### config.mk
export PLATFORM = sky130hd
export DESIGN_NAME = video_text_gen
export DESIGN_NICKNAME = d
export VERILOG_FILES = /design/src/rtl/video_text_gen.sv
export SDC_FILE = /design/constraint.sdc
export NUM_CORES = 1
export LEC_CHECK = 0
export ABC_CLOCK_PERIOD_IN_PS = 3900
export BUFFER_PORTS_ARGS = -buffer_cell sky130_fd_sc_hd__buf_2
export CAP_MARGIN = 20
export CORE_MARGIN = 1
export CORE_UTILIZATION = 59
export DETAILED_ROUTE_END_ITERATION = 10
export PLACE_DENSITY = 0.87
export SETUP_SLACK_MARGIN = 0.1
export SLEW_MARGIN = 20
export SYNTH_ARGS = -nofsm -noshare
export SYNTH_HDL_FRONTEND = slang
export SYNTH_SLANG_ARGS = --single-unit
### constraint.sdc
create_clock -name clk -period 3.9 [get_ports clk]
set_clock_uncertainty 0.1 [all_clocks]
set_input_delay 0.78 -clock clk [delete_from_list [all_inputs] [get_ports clk]]
set_output_delay 0.78 -clock clk [all_outputs]
set_load 0.01 [all_outputs]
### src/rtl/video_text_gen.sv
// Text-mode raster generator: sweeps hcnt/vcnt, fetches character codes and glyph rows
// through a three-stage pipeline, and emits a 1-bit pixel with aligned sync/active.
module video_text_gen #(
  parameter int H_ACTIVE = 256,
  parameter int H_FP     = 16,
  parameter int H_SYNC   = 32,
  parameter int H_BP     = 16,
  parameter int V_ACTIVE = 256,
  parameter int V_FP     = 8,
  parameter int V_SYNC   = 4,
  parameter int V_BP     = 12,
  parameter int COLS     = 32,
  parameter int ROWS     = 32
) (
  input  logic        clk,
  input  logic        reset,
  input  logic        pix_en,
  output logic [9:0]  vram_addr,
  input  logic [7:0]  vram_data,
  output logic [10:0] cg_addr,
  input  logic [7:0]  cg_data,
  output logic        pix,
  output logic        active,
  output logic        hsync,
  output logic        vsync,
  output logic        frame
);

  localparam int H_TOTAL = H_ACTIVE + H_FP + H_SYNC + H_BP;
  localparam int V_TOTAL = V_ACTIVE + V_FP + V_SYNC + V_BP;
  // Counters keep at least 8 bits so the row/col slices below always exist.
  localparam int HW    = ($clog2(H_TOTAL) > 8) ? $clog2(H_TOTAL) : 8;
  localparam int VW    = ($clog2(V_TOTAL) > 8) ? $clog2(V_TOTAL) : 8;
  localparam int COL_W = $clog2(COLS);
  localparam int ROW_W = $clog2(ROWS);

  typedef logic [HW-1:0] hcnt_t;
  typedef logic [VW-1:0] vcnt_t;

  localparam hcnt_t H_LAST = hcnt_t'(H_TOTAL - 1);
  localparam hcnt_t H_ACT  = hcnt_t'(H_ACTIVE);
  localparam hcnt_t HS_BEG = hcnt_t'(H_ACTIVE + H_FP);
  localparam hcnt_t HS_END = hcnt_t'(H_ACTIVE + H_FP + H_SYNC);
  localparam vcnt_t V_LAST = vcnt_t'(V_TOTAL - 1);
  localparam vcnt_t V_ACT  = vcnt_t'(V_ACTIVE);
  localparam vcnt_t VS_BEG = vcnt_t'(V_ACTIVE + V_FP);
  localparam vcnt_t VS_END = vcnt_t'(V_ACTIVE + V_FP + V_SYNC);

  typedef struct packed {
    logic act;
    logic hs;
    logic vs;
  } tmg_t;

  localparam tmg_t TMG_IDLE = '{act: 1'b0, hs: 1'b1, vs: 1'b1};

  hcnt_t           hcnt;
  vcnt_t           vcnt;
  tmg_t            tmg0;
  tmg_t [2:1]      tmg_pipe;
  logic [2:0]      h1, v1, h2;
  logic            h_wrap, v_wrap;

  always_comb begin
    h_wrap   = (hcnt == H_LAST);
    v_wrap   = (vcnt == V_LAST);
    tmg0.act = (hcnt < H_ACT) && (vcnt < V_ACT);
    tmg0.hs  = !((hcnt >= HS_BEG) && (hcnt < HS_END));
    tmg0.vs  = !((vcnt >= VS_BEG) && (vcnt < VS_END));
  end

  always_ff @(posedge clk) begin
    if (reset) begin
      hcnt      <= '0;
      vcnt      <= '0;
      vram_addr <= '0;
      cg_addr   <= '0;
      h1        <= '0;
      v1        <= '0;
      h2        <= '0;
      tmg_pipe  <= {TMG_IDLE, TMG_IDLE};
      pix       <= 1'b0;
      active    <= 1'b0;
      hsync     <= 1'b1;
      vsync     <= 1'b1;
      frame     <= 1'b0;
    end else begin
      frame <= 1'b0;
      if (pix_en) begin
        hcnt  <= h_wrap ? '0 : hcnt + hcnt_t'(1);
        if (h_wrap)
          vcnt <= v_wrap ? '0 : vcnt + vcnt_t'(1);
        frame <= h_wrap && v_wrap;
        // stage 1: character fetch, addressed even in blanking
        vram_addr <= {vcnt[3 +: ROW_W], hcnt[3 +: COL_W]};
        h1        <= hcnt[2:0];
        v1        <= vcnt[2:0];
        tmg_pipe  <= {tmg_pipe[1], tmg0};
        // stage 2: glyph row fetch
        cg_addr   <= {vram_data, v1};
        h2        <= h1;
        // stage 3: serialize, bit 7 is leftmost
        pix       <= tmg_pipe[2].act & cg_data[3'd7 - h2];
        active    <= tmg_pipe[2].act;
        hsync     <= tmg_pipe[2].hs;
        vsync     <= tmg_pipe[2].vs;
      end
    end
  end

endmodule

==> results of run 1 <==
area by class of cell:
class                      count  area, um^2
sequential                    59        1180
clock buffer                  11         151
tap                           50        62.6
fill                         304        1100
inverter                       4        15.0
timing repair buffer          46         235
multi-input combinational    177        1210
clock inverter                 5        75.1
cells in the mapped netlist, drive strengths merged (5+ instances only):
library cell  count
nand3             8
xor2              5
nor2b             6
mux2i            37
o21ai             7
nand2b            6
clkbuf            5
a21oi            10
dfxtp            59
nand4             5
nand2             9
buf              10
nor2             41
cell families after synthesis:
logic type / share of synthesized area, %
flops: 47.6
buf+inv: 3.78
mux: 14.9
xor+xnor: 2.47
simple gates: 22.5
compound gates: 7.25
fa+ha+maj: 1.51
per-stage QoR:
step	util, %	std cells	cell area [um^2]	setup WS [ps]
detailed placement	67.1	336	2700	1460
CTS	72.7	352	2930	1800
global route	72.7	352	2930	1660
floorplan	-	255	2480	1910
global placement	67.1	336	2700	1510
finish	72.7	352	2930	1790
worst paths after layout:
kind                             startpoint  endpoint  slack, ps  cells past startpoint
worst min-delay path            tmg_pipe[4]     hsync        370                      1
worst max-delay path                 pix_en   vcnt[8]       1790                      5
worst min register to register  tmg_pipe[4]     hsync        370                      1
worst max register to register      vcnt[7]   vcnt[6]       2010                      4
registers in the layout, indices dropped and copies added (netlist names):
| name | count |
|---|---|
| active | 1 |
| cg_addr | 11 |
| frame | 1 |
| h1 | 3 |
| h2 | 3 |
| hcnt | 9 |
| hsync | 1 |
| pix | 1 |
| tmg_pipe | 6 |
| v1 | 3 |
| vcnt | 9 |
| vram_addr | 10 |
| vsync | 1 |
layer usage:
metal | vias to the layer above | share of wire [%] | track usage, %
li1 | 976 | - | -
met1 | 905 | 45 | 26.3
met2 | 51 | 49 | 38.0
met3 | 2 | 5.6 | 8.90
met4 | 0 | 0.61 | 9.57
met5 | - | 0 | 0
power by group through the flow:
stage                     registers [mW]  logic, mW  clock network (mW)
after CTS                          0.622     0.0677               0.628
final                              0.622     0.0671               0.618
after global routing               0.623     0.0737               0.659
after detailed placement           0.635     0.0671                   0
after global placement             0.635     0.0658                   0
after floorplan                    0.636     0.0456                   0
==> impl_results.md, run 1 <==
* Status: completed
* Arrival time at the worst endpoint at 2260 ps
* Pins Over Slew Limit at 0
* Count of flip-flops with a built-in enable after synthesis at 0
* Global-route wire length before repair at 7.53 mm
* Async SR Flop Fraction at 0%
* Skew-Pair Late Insertion Delay at 330 ps
* Global-route congestion overflow total at 0
* Proportion of layout cells with a drive suffix above 1 at 23.2%
* Rel. slew slack at 30.7%
* RSZ-0062 raised after global routing: false
* Cell leakage power at 1.30 nW
* Avg Inst Size Synth at 9.74 um^2
* Design Power at 1.31 mW
* Crit end category: flip-flop
* Min Hold Slack at 369 ps
* Final period util at 54.0%
* Proportion of power drawn by the clock network at 47.3%
* Req. time, crit path at roughly 4100 ps
* Total half-perimeter wirelength after legalization and detailed placement at 3.05 mm
* Hold bufs inserted after CTS at 0
* Post-synthesis sequential area ratio at 47.6%
* Endpoints failing hold at 0
* Worst setup path class: input port to flip-flop
* Wire length after detailed routing at 4.59 mm
* Avg WL per Cell at 13.0 um
* Total clock sinks at 59
* Cell accounting for the most synthesized area: sky130_fd_sc_hd__dfxtp_1
* Worst ir drop on vdd at 0.000343 V
* Total of warnings raised by yosys at 0
* Number of buffers added on ports at between 40 and 50
* Max-cap violation count at 0
* Initial core utilization at 61.6%
* Post-synthesis sequential element count at 59
* Number of clock buffers inserted by TritonCTS at 9
* Detailed-route vias per instance at approximately 5.5
* Post-route setup TNS at 0 ps
* ANT cells at 0
* CP peak stage delay at 490 ps
* Crit-path max FO at 18
* Clock transition at the registers of the reported paths at around 60 ps
* Remaining antenna violation count at 0
* Cells along the critical path: buf_2 -> and3_1 -> nand3_4 -> or4_1 -> o21ai_0
* Startpoint kind of the worst setup timing path: input port
* Library cells used by synthesis at 44
* Die outline width at around 67 um
* Commonest cells after routing, fill and taps aside: sky130_fd_sc_hd__dfxtp_1, sky130_fd_sc_hd__buf_2, sky130_fd_sc_hd__nor2_1, sky130_fd_sc_hd__mux2i_1, sky130_fd_sc_hd__clkbuf_8
* Sequential share of power at 47.6%
* Area Growth Syn to Fin at 17.9%
* Number of remaining DRC errors at 0
* GRT Resource Usage Total at 23.0%
* Most common library cell in the layout ignoring fill and taps: sky130_fd_sc_hd__dfxtp_1
* Length of the first detailed-routing pass in iterations at 4
* Most area-consuming cells after synthesis: sky130_fd_sc_hd__dfxtp_1, sky130_fd_sc_hd__mux2i_1, sky130_fd_sc_hd__nor2_1, sky130_fd_sc_hd__a21oi_1, sky130_fd_sc_hd__xor2_1
* P_int at 1.04 mW
* Net switching component of the power at 0.270 mW
* Number of instances resized during post-cts repair at 0
* Max Clk Rate at between 400 and 500 MHz
* Ys flop type: sky130_fd_sc_hd__dfxtp_1
* Chip Height at roughly 67 um
* Final number of setup-violating endpoints at 0
* Nets in the synthesized netlist at approximately 280
* CTS H-Tree Depth at 3
* Post-route minimum period at 2110 ps
* Floorplan row count at 23
* Slowest stage cell, crit path: sky130_fd_sc_hd__or4_1
* Root Buffer Master: sky130_fd_sc_hd__clkbuf_8
* Pin count of the biggest net entering global routing at 65
* TritonCTS clock tree: built
* Final GP Congestion at roughly 0.82
* Net Sw Frac at 20.7%
* Number of ports placed on the die boundary at 45
* Count of mapped cells out of synthesis at 255
* Proportion of netlist area held by the largest area contributor at 47.6%
* Count of buffer and inverter cells on the critical path at 1
* Largest delay contributor family on the critical path: simple AND/OR/NAND/NOR gates
* Number of global-route vias before repair at 1,722
* Vias after detailed routing at 1,934
* Number of setup buffers added after CTS at 0
* Combinational cell fraction of total power at between 5 and 6%
* Classification of the worst-slack hold path: flip-flop to flip-flop
* Drt initial violations at 79
* Final #Nets at 319
* Core box area at 4030 um^2
* Transition time at the pin with the least slew margin at 1040 ps
* Number of antenna violations at the first check in global routing at 0
* Synth Cell Area at 2480 um^2
* PwrDens at 446 nW/um^2
* Die outline area at 4470 um^2
* Maximum number of buffers from clock root to sink at 2
Power figures use the tool's default switching activity.
==> run 2, diff against run 1 <==
--- a/config.mk
+++ b/config.mk
@@ -5,13 +5,14 @@
 export SDC_FILE = /design/constraint.sdc
 export NUM_CORES = 1
 export LEC_CHECK = 0
-export ABC_CLOCK_PERIOD_IN_PS = 3900
+export ABC_AREA = 1
+export ABC_CLOCK_PERIOD_IN_PS = 1900
 export BUFFER_PORTS_ARGS = -buffer_cell sky130_fd_sc_hd__buf_2
 export CAP_MARGIN = 20
 export CORE_MARGIN = 1
-export CORE_UTILIZATION = 59
+export CORE_UTILIZATION = 49
 export DETAILED_ROUTE_END_ITERATION = 10
-export PLACE_DENSITY = 0.87
+export PLACE_DENSITY = 0.77
 export SETUP_SLACK_MARGIN = 0.1
 export SLEW_MARGIN = 20
 export SYNTH_ARGS = -nofsm -noshare
==> constraint.sdc (replaced) <==
create_clock -name clk -period 1.9 [get_ports clk]
set_clock_uncertainty 0.1 [all_clocks]
set_input_delay 0.38 -clock clk [delete_from_list [all_inputs] [get_ports clk]]
set_output_delay 0.38 -clock clk [all_outputs]
set_load 0.01 [all_outputs]
==> impl_results.md, run 2 <==
* Proportion of netlist area held by the largest area contributor at 47.6% (about the same)
* PwrDens at 911 nW/um^2 (was 446 nW/um^2)
* Initial core utilization at 51.9% (was 61.6%)
* Count of buffer and inverter cells on the critical path at 1 (unchanged)
* Number of setup buffers added after CTS at 0 (unchanged)
* Post-synthesis sequential area ratio at 47.6% (about the same)
* Chip Height at 73.2 um (was 66.9 um)
* Proportion of layout cells with a drive suffix above 1 at 18.8% (was 23.2%)
* Clock transition at the registers of the reported paths at 60 ps (about the same)
* Synth Cell Area at 2480 um^2 (about the same)
* Largest registers ranked by flip-flop count: cg_addr x11, vram_addr x10 (unchanged)
* Count of mapped cells out of synthesis at 340 (was 255)
* Number of standard cells in the layout, taps in and fillers out at 456 (was 352)
* Endpoints failing hold at 0 (unchanged)
* Avg Inst Size Synth at 7.30 um^2 (was 9.74 um^2)
* Die outline area at 5350 um^2 (was 4470 um^2)
* CP peak stage delay at 370 ps (was 490 ps)
* Levels on crit path at 8 (was 5)
* Nets in the synthesized netlist at 362 (was 277)
* Cells after DPL at 442 (was 336)
* Vias after detailed routing at 2,252 (was 1,934)
* Max Clk Rate at 631 MHz
* Global-route wire length before repair at 8.82 mm (was 7.53 mm)
* Area Growth Syn to Fin at 19.8% (was 17.9%)
* Min Hold Slack at 159 ps (was 369 ps)
* GRT Resource Usage Total at 22.0% (was 23.0%)
* Cell area after placement at 2780 um^2 (was 2700 um^2)
* Worst Setup SP: hcnt[1] (was pix_en)
* Largest delay contributor family on the critical path: simple AND/OR/NAND/NOR gates (unchanged)
* Number of clock buffers inserted by TritonCTS at 9 (unchanged)
* Most common library cell in the layout ignoring fill and taps: sky130_fd_sc_hd__nand2_1 (was sky130_fd_sc_hd__dfxtp_1)
* Setup slack after placement at 330 ps (was 1460 ps)
* Final GP Congestion at 0.945 (was 0.820)
* Compound-cell area share of the yosys netlist at 13.0% (was 7.25%)
* Cell types with the highest counts after synthesis: sky130_fd_sc_hd__nand2_1, sky130_fd_sc_hd__dfxtp_1, sky130_fd_sc_hd__nor2_1 (was sky130_fd_sc_hd__dfxtp_1, sky130_fd_sc_hd__nor2_1, sky130_fd_sc_hd__mux2i_1)
* Most area-consuming cells after synthesis: sky130_fd_sc_hd__dfxtp_1, sky130_fd_sc_hd__nand2_1, sky130_fd_sc_hd__nor2_1, sky130_fd_sc_hd__o21ai_0, sky130_fd_sc_hd__a21oi_1 (was sky130_fd_sc_hd__dfxtp_1, sky130_fd_sc_hd__mux2i_1, sky130_fd_sc_hd__nor2_1, sky130_fd_sc_hd__a21oi_1, sky130_fd_sc_hd__xor2_1)
* Avg WL per Cell at 11.6 um (was 13.0 um)
* Post-synthesis sequential element count at 59 (unchanged)
* Number of cells on the worst reg-to-reg path at 8 (was 4)
* Number of buffers added on ports at 44 (unchanged)
* Worst Min Path Start: vram_data[1] (was tmg_pipe[4])
* Pins Over Slew Limit at 0 (unchanged)
* Final non-filler cell area at 2970 um^2 (was 2930 um^2)
* Cell leakage power at 1.43 nW (was 1.30 nW)
* Post-route minimum period at 1580 ps
* Area share of xor/xnor cells in the synthesized design at 1.06% (was 2.47%)
* Length of the first detailed-routing pass in iterations at 4 (unchanged)
* Largest reg by FF count: cg_addr (unchanged)
* Root Buffer Master: sky130_fd_sc_hd__clkbuf_8 (unchanged)
* Largest register FFs at 11 (unchanged)
* Slowest stage cell, crit path: sky130_fd_sc_hd__dfxtp_1 (was sky130_fd_sc_hd__or4_1)
* Number of remaining DRC errors at 0 (unchanged)
* Startpoint kind of the worst setup timing path: flip-flop (was input port)
* Fraction of the mapped netlist area in simple logic gates at 29.0% (was 22.5%)
* Crit-path max FO at 8 (was 18)
* Number of ports placed on the die boundary at 45 (unchanged)
* Total of warnings raised by yosys at 0 (unchanged)
* Most frequent cell after synthesis: sky130_fd_sc_hd__nand2_1 (was sky130_fd_sc_hd__dfxtp_1)
* TritonCTS clock tree: built (unchanged)
* Reg-to-reg critical path startpoint: hcnt[1] (was vcnt[7])
* Max-cap violation count at 0 (unchanged)
* Capture point of the critical path: vcnt[8] (unchanged)
* Hold bufs inserted after CTS at 0 (unchanged)
* Global-route congestion overflow total at 0 (unchanged)
* Async SR Flop Fraction at 0% (unchanged)
* Classification of the worst-slack hold path: input port to flip-flop (was flip-flop to flip-flop)
* Number of instances resized during post-cts repair at 0 (unchanged)
* Arrival time at the worst endpoint at 1720 ps (was 2260 ps)
* Transition time at the pin with the least slew margin at 383 ps (was 1040 ps)
* ANT cells at 0 (unchanged)
* Final #Nets at 408 (was 319)
* Commonest cells after routing, fill and taps aside: sky130_fd_sc_hd__nand2_1, sky130_fd_sc_hd__dfxtp_1, sky130_fd_sc_hd__nor2_1, sky130_fd_sc_hd__buf_2, sky130_fd_sc_hd__inv_1 (was sky130_fd_sc_hd__dfxtp_1, sky130_fd_sc_hd__buf_2, sky130_fd_sc_hd__nor2_1, sky130_fd_sc_hd__mux2i_1, sky130_fd_sc_hd__clkbuf_8)
* Cells along the critical path: ha_1 -> nand4_4 -> nor2_8 -> nand2_4 -> nand2_4 -> inv_2 -> nand2_1 -> nand2_1 (was buf_2 -> and3_1 -> nand3_4 -> or4_1 -> o21ai_0)
* Ys flop type: sky130_fd_sc_hd__dfxtp_1 (unchanged)
* Cell accounting for the most synthesized area: sky130_fd_sc_hd__dfxtp_1 (unchanged)
* Crit end category: flip-flop (unchanged)
* Total half-perimeter wirelength after legalization and detailed placement at 3.56 mm (was 3.05 mm)
* Pin count of the biggest net entering global routing at 44 (was 65)
* Number of antenna violations at the first check in global routing at 0 (unchanged)
* RSZ-0062 raised after global routing: false (unchanged)
* Die outline width at 73.2 um (was 66.9 um)
* Rel. slew slack at 74.4% (was 30.7%)
* Detailed-route vias per instance at 4.94 (was 5.49)
* Post-route setup TNS at 0 ps (unchanged)
* Wire length after detailed routing at 5.28 mm (was 4.59 mm)
* Final period util at 83.4%
* PnR worst setup slack at 315 ps (was 1790 ps)
* Core box area at 4790 um^2 (was 4030 um^2)
* Maximum number of buffers from clock root to sink at 2 (unchanged)
* Library cells used by synthesis at 28 (was 44)
* Proportion of synthesized area in mux cells at 0% (was 14.9%)
* Register-to-register setup slack at 320 ps (was 2010 ps)
* Post-Synth Adder-Cell Area at 1.51% (about the same)
* Req. time, crit path at 2030 ps (was 4060 ps)
* Number of global-route vias before repair at 2,025 (was 1,722)
* Worst R2R End: vcnt[8] (was vcnt[6])
* Count of flip-flops with a built-in enable after synthesis at 0 (unchanged)
* Worst ir drop on vdd at 0.000623 V (was 0.000343 V)
* Status: completed (unchanged)
* Final number of setup-violating endpoints at 0 (unchanged)
* CTS H-Tree Depth at 3 (unchanged)
* Drt initial violations at 90 (was 79)
* Skew-Pair Late Insertion Delay at 340 ps (was 330 ps)
* Worst setup path class: flip-flop to flip-flop (was input port to flip-flop)
* Remaining antenna violation count at 0 (unchanged)
* Main combinational cell family by area after synthesis: simple AND/OR/NAND/NOR gates (unchanged)
* Total clock sinks at 59 (unchanged)
* Floorplan row count at 25 (was 23)
==> run 2: changes by cell type after synthesis, moves of 9 or more <==
cell                      change
sky130_fd_sc_hd__inv_1       +29
sky130_fd_sc_hd__nand3_1     +13
sky130_fd_sc_hd__o21ai_0     +24
sky130_fd_sc_hd__nor2_1       +9
sky130_fd_sc_hd__nand2_1     +65
sky130_fd_sc_hd__a21oi_1     +16
sky130_fd_sc_hd__mux2i_1     -37
==> run 2: power by group <==
group / total (mW) / switching (mW) / internal (mW)
logic: 0.205 / 0.122 / 0.0839
registers: 1.31 / 0.0253 / 1.29
clock network: 1.19 / 0.469 / 0.722
total: 2.71 / 0.616 / 2.09
==> run 2: cell families after synthesis <==
logic type / Yosys count
fa+ha+maj: 3
compound gates: 63
simple gates: 162
flops: 59
xor+xnor: 3
buf+inv: 50
==> run 2: worst min-delay path by stage <==
| stage | cells after the start | endpoint | slack, ps |
|---|---|---|---|
| 6_report | 3 | cg_addr[4] | 160 |
| 3_5_place_dp | 2 | hsync | 350 |
| 2_1_floorplan | 2 | tmg_pipe[3] | 330 |
| 3_3_place_gp | 2 | vsync | 340 |
| 4_1_cts | 3 | cg_addr[4] | 150 |
| 5_1_grt | 3 | cg_addr[4] | 170 |
==> run 2: tightest hold or removal path, delay by kind of cell <==
| kind | cells | cell delay, ps |
|---|---|---|
| AND/OR/NAND/NOR | 2 | 110 |
| buffers and inverters | 1 | 70 |
==> run 2: stage by stage <==
| stage | total power, mW | utilization, % |
|---|---|---|
| final | 2.71 | 62.1 |
| after global routing | 2.82 | 62.1 |
| after detailed placement | 1.55 | 58.0 |
| after floorplan | 1.47 | - |
| after CTS | 2.73 | 62.1 |
| after global placement | 1.54 | 58.0 |
==> run 2: per-layer routing <==
metal | GRT usage, % | wire [um] | part of all wire [%]
met3 | 6.63 | 204 | 3.9
met2 | 36.5 | 2590 | 49
met1 | 25.4 | 2370 | 45
met5 | 0 | 0 | 0
met4 | 12.0 | 109 | 2.1
==> run 2: area by class of cell <==
type / instances / area [um^2]
clock buffers: 11 / 131
flip-flops and latches: 59 / 1180
multi-input cells: 231 / 1110
clock inverters: 3 / 65.1
fillers: 439 / 1810
well taps: 67 / 83.8
inverters: 36 / 136
repair buffers: 49 / 270
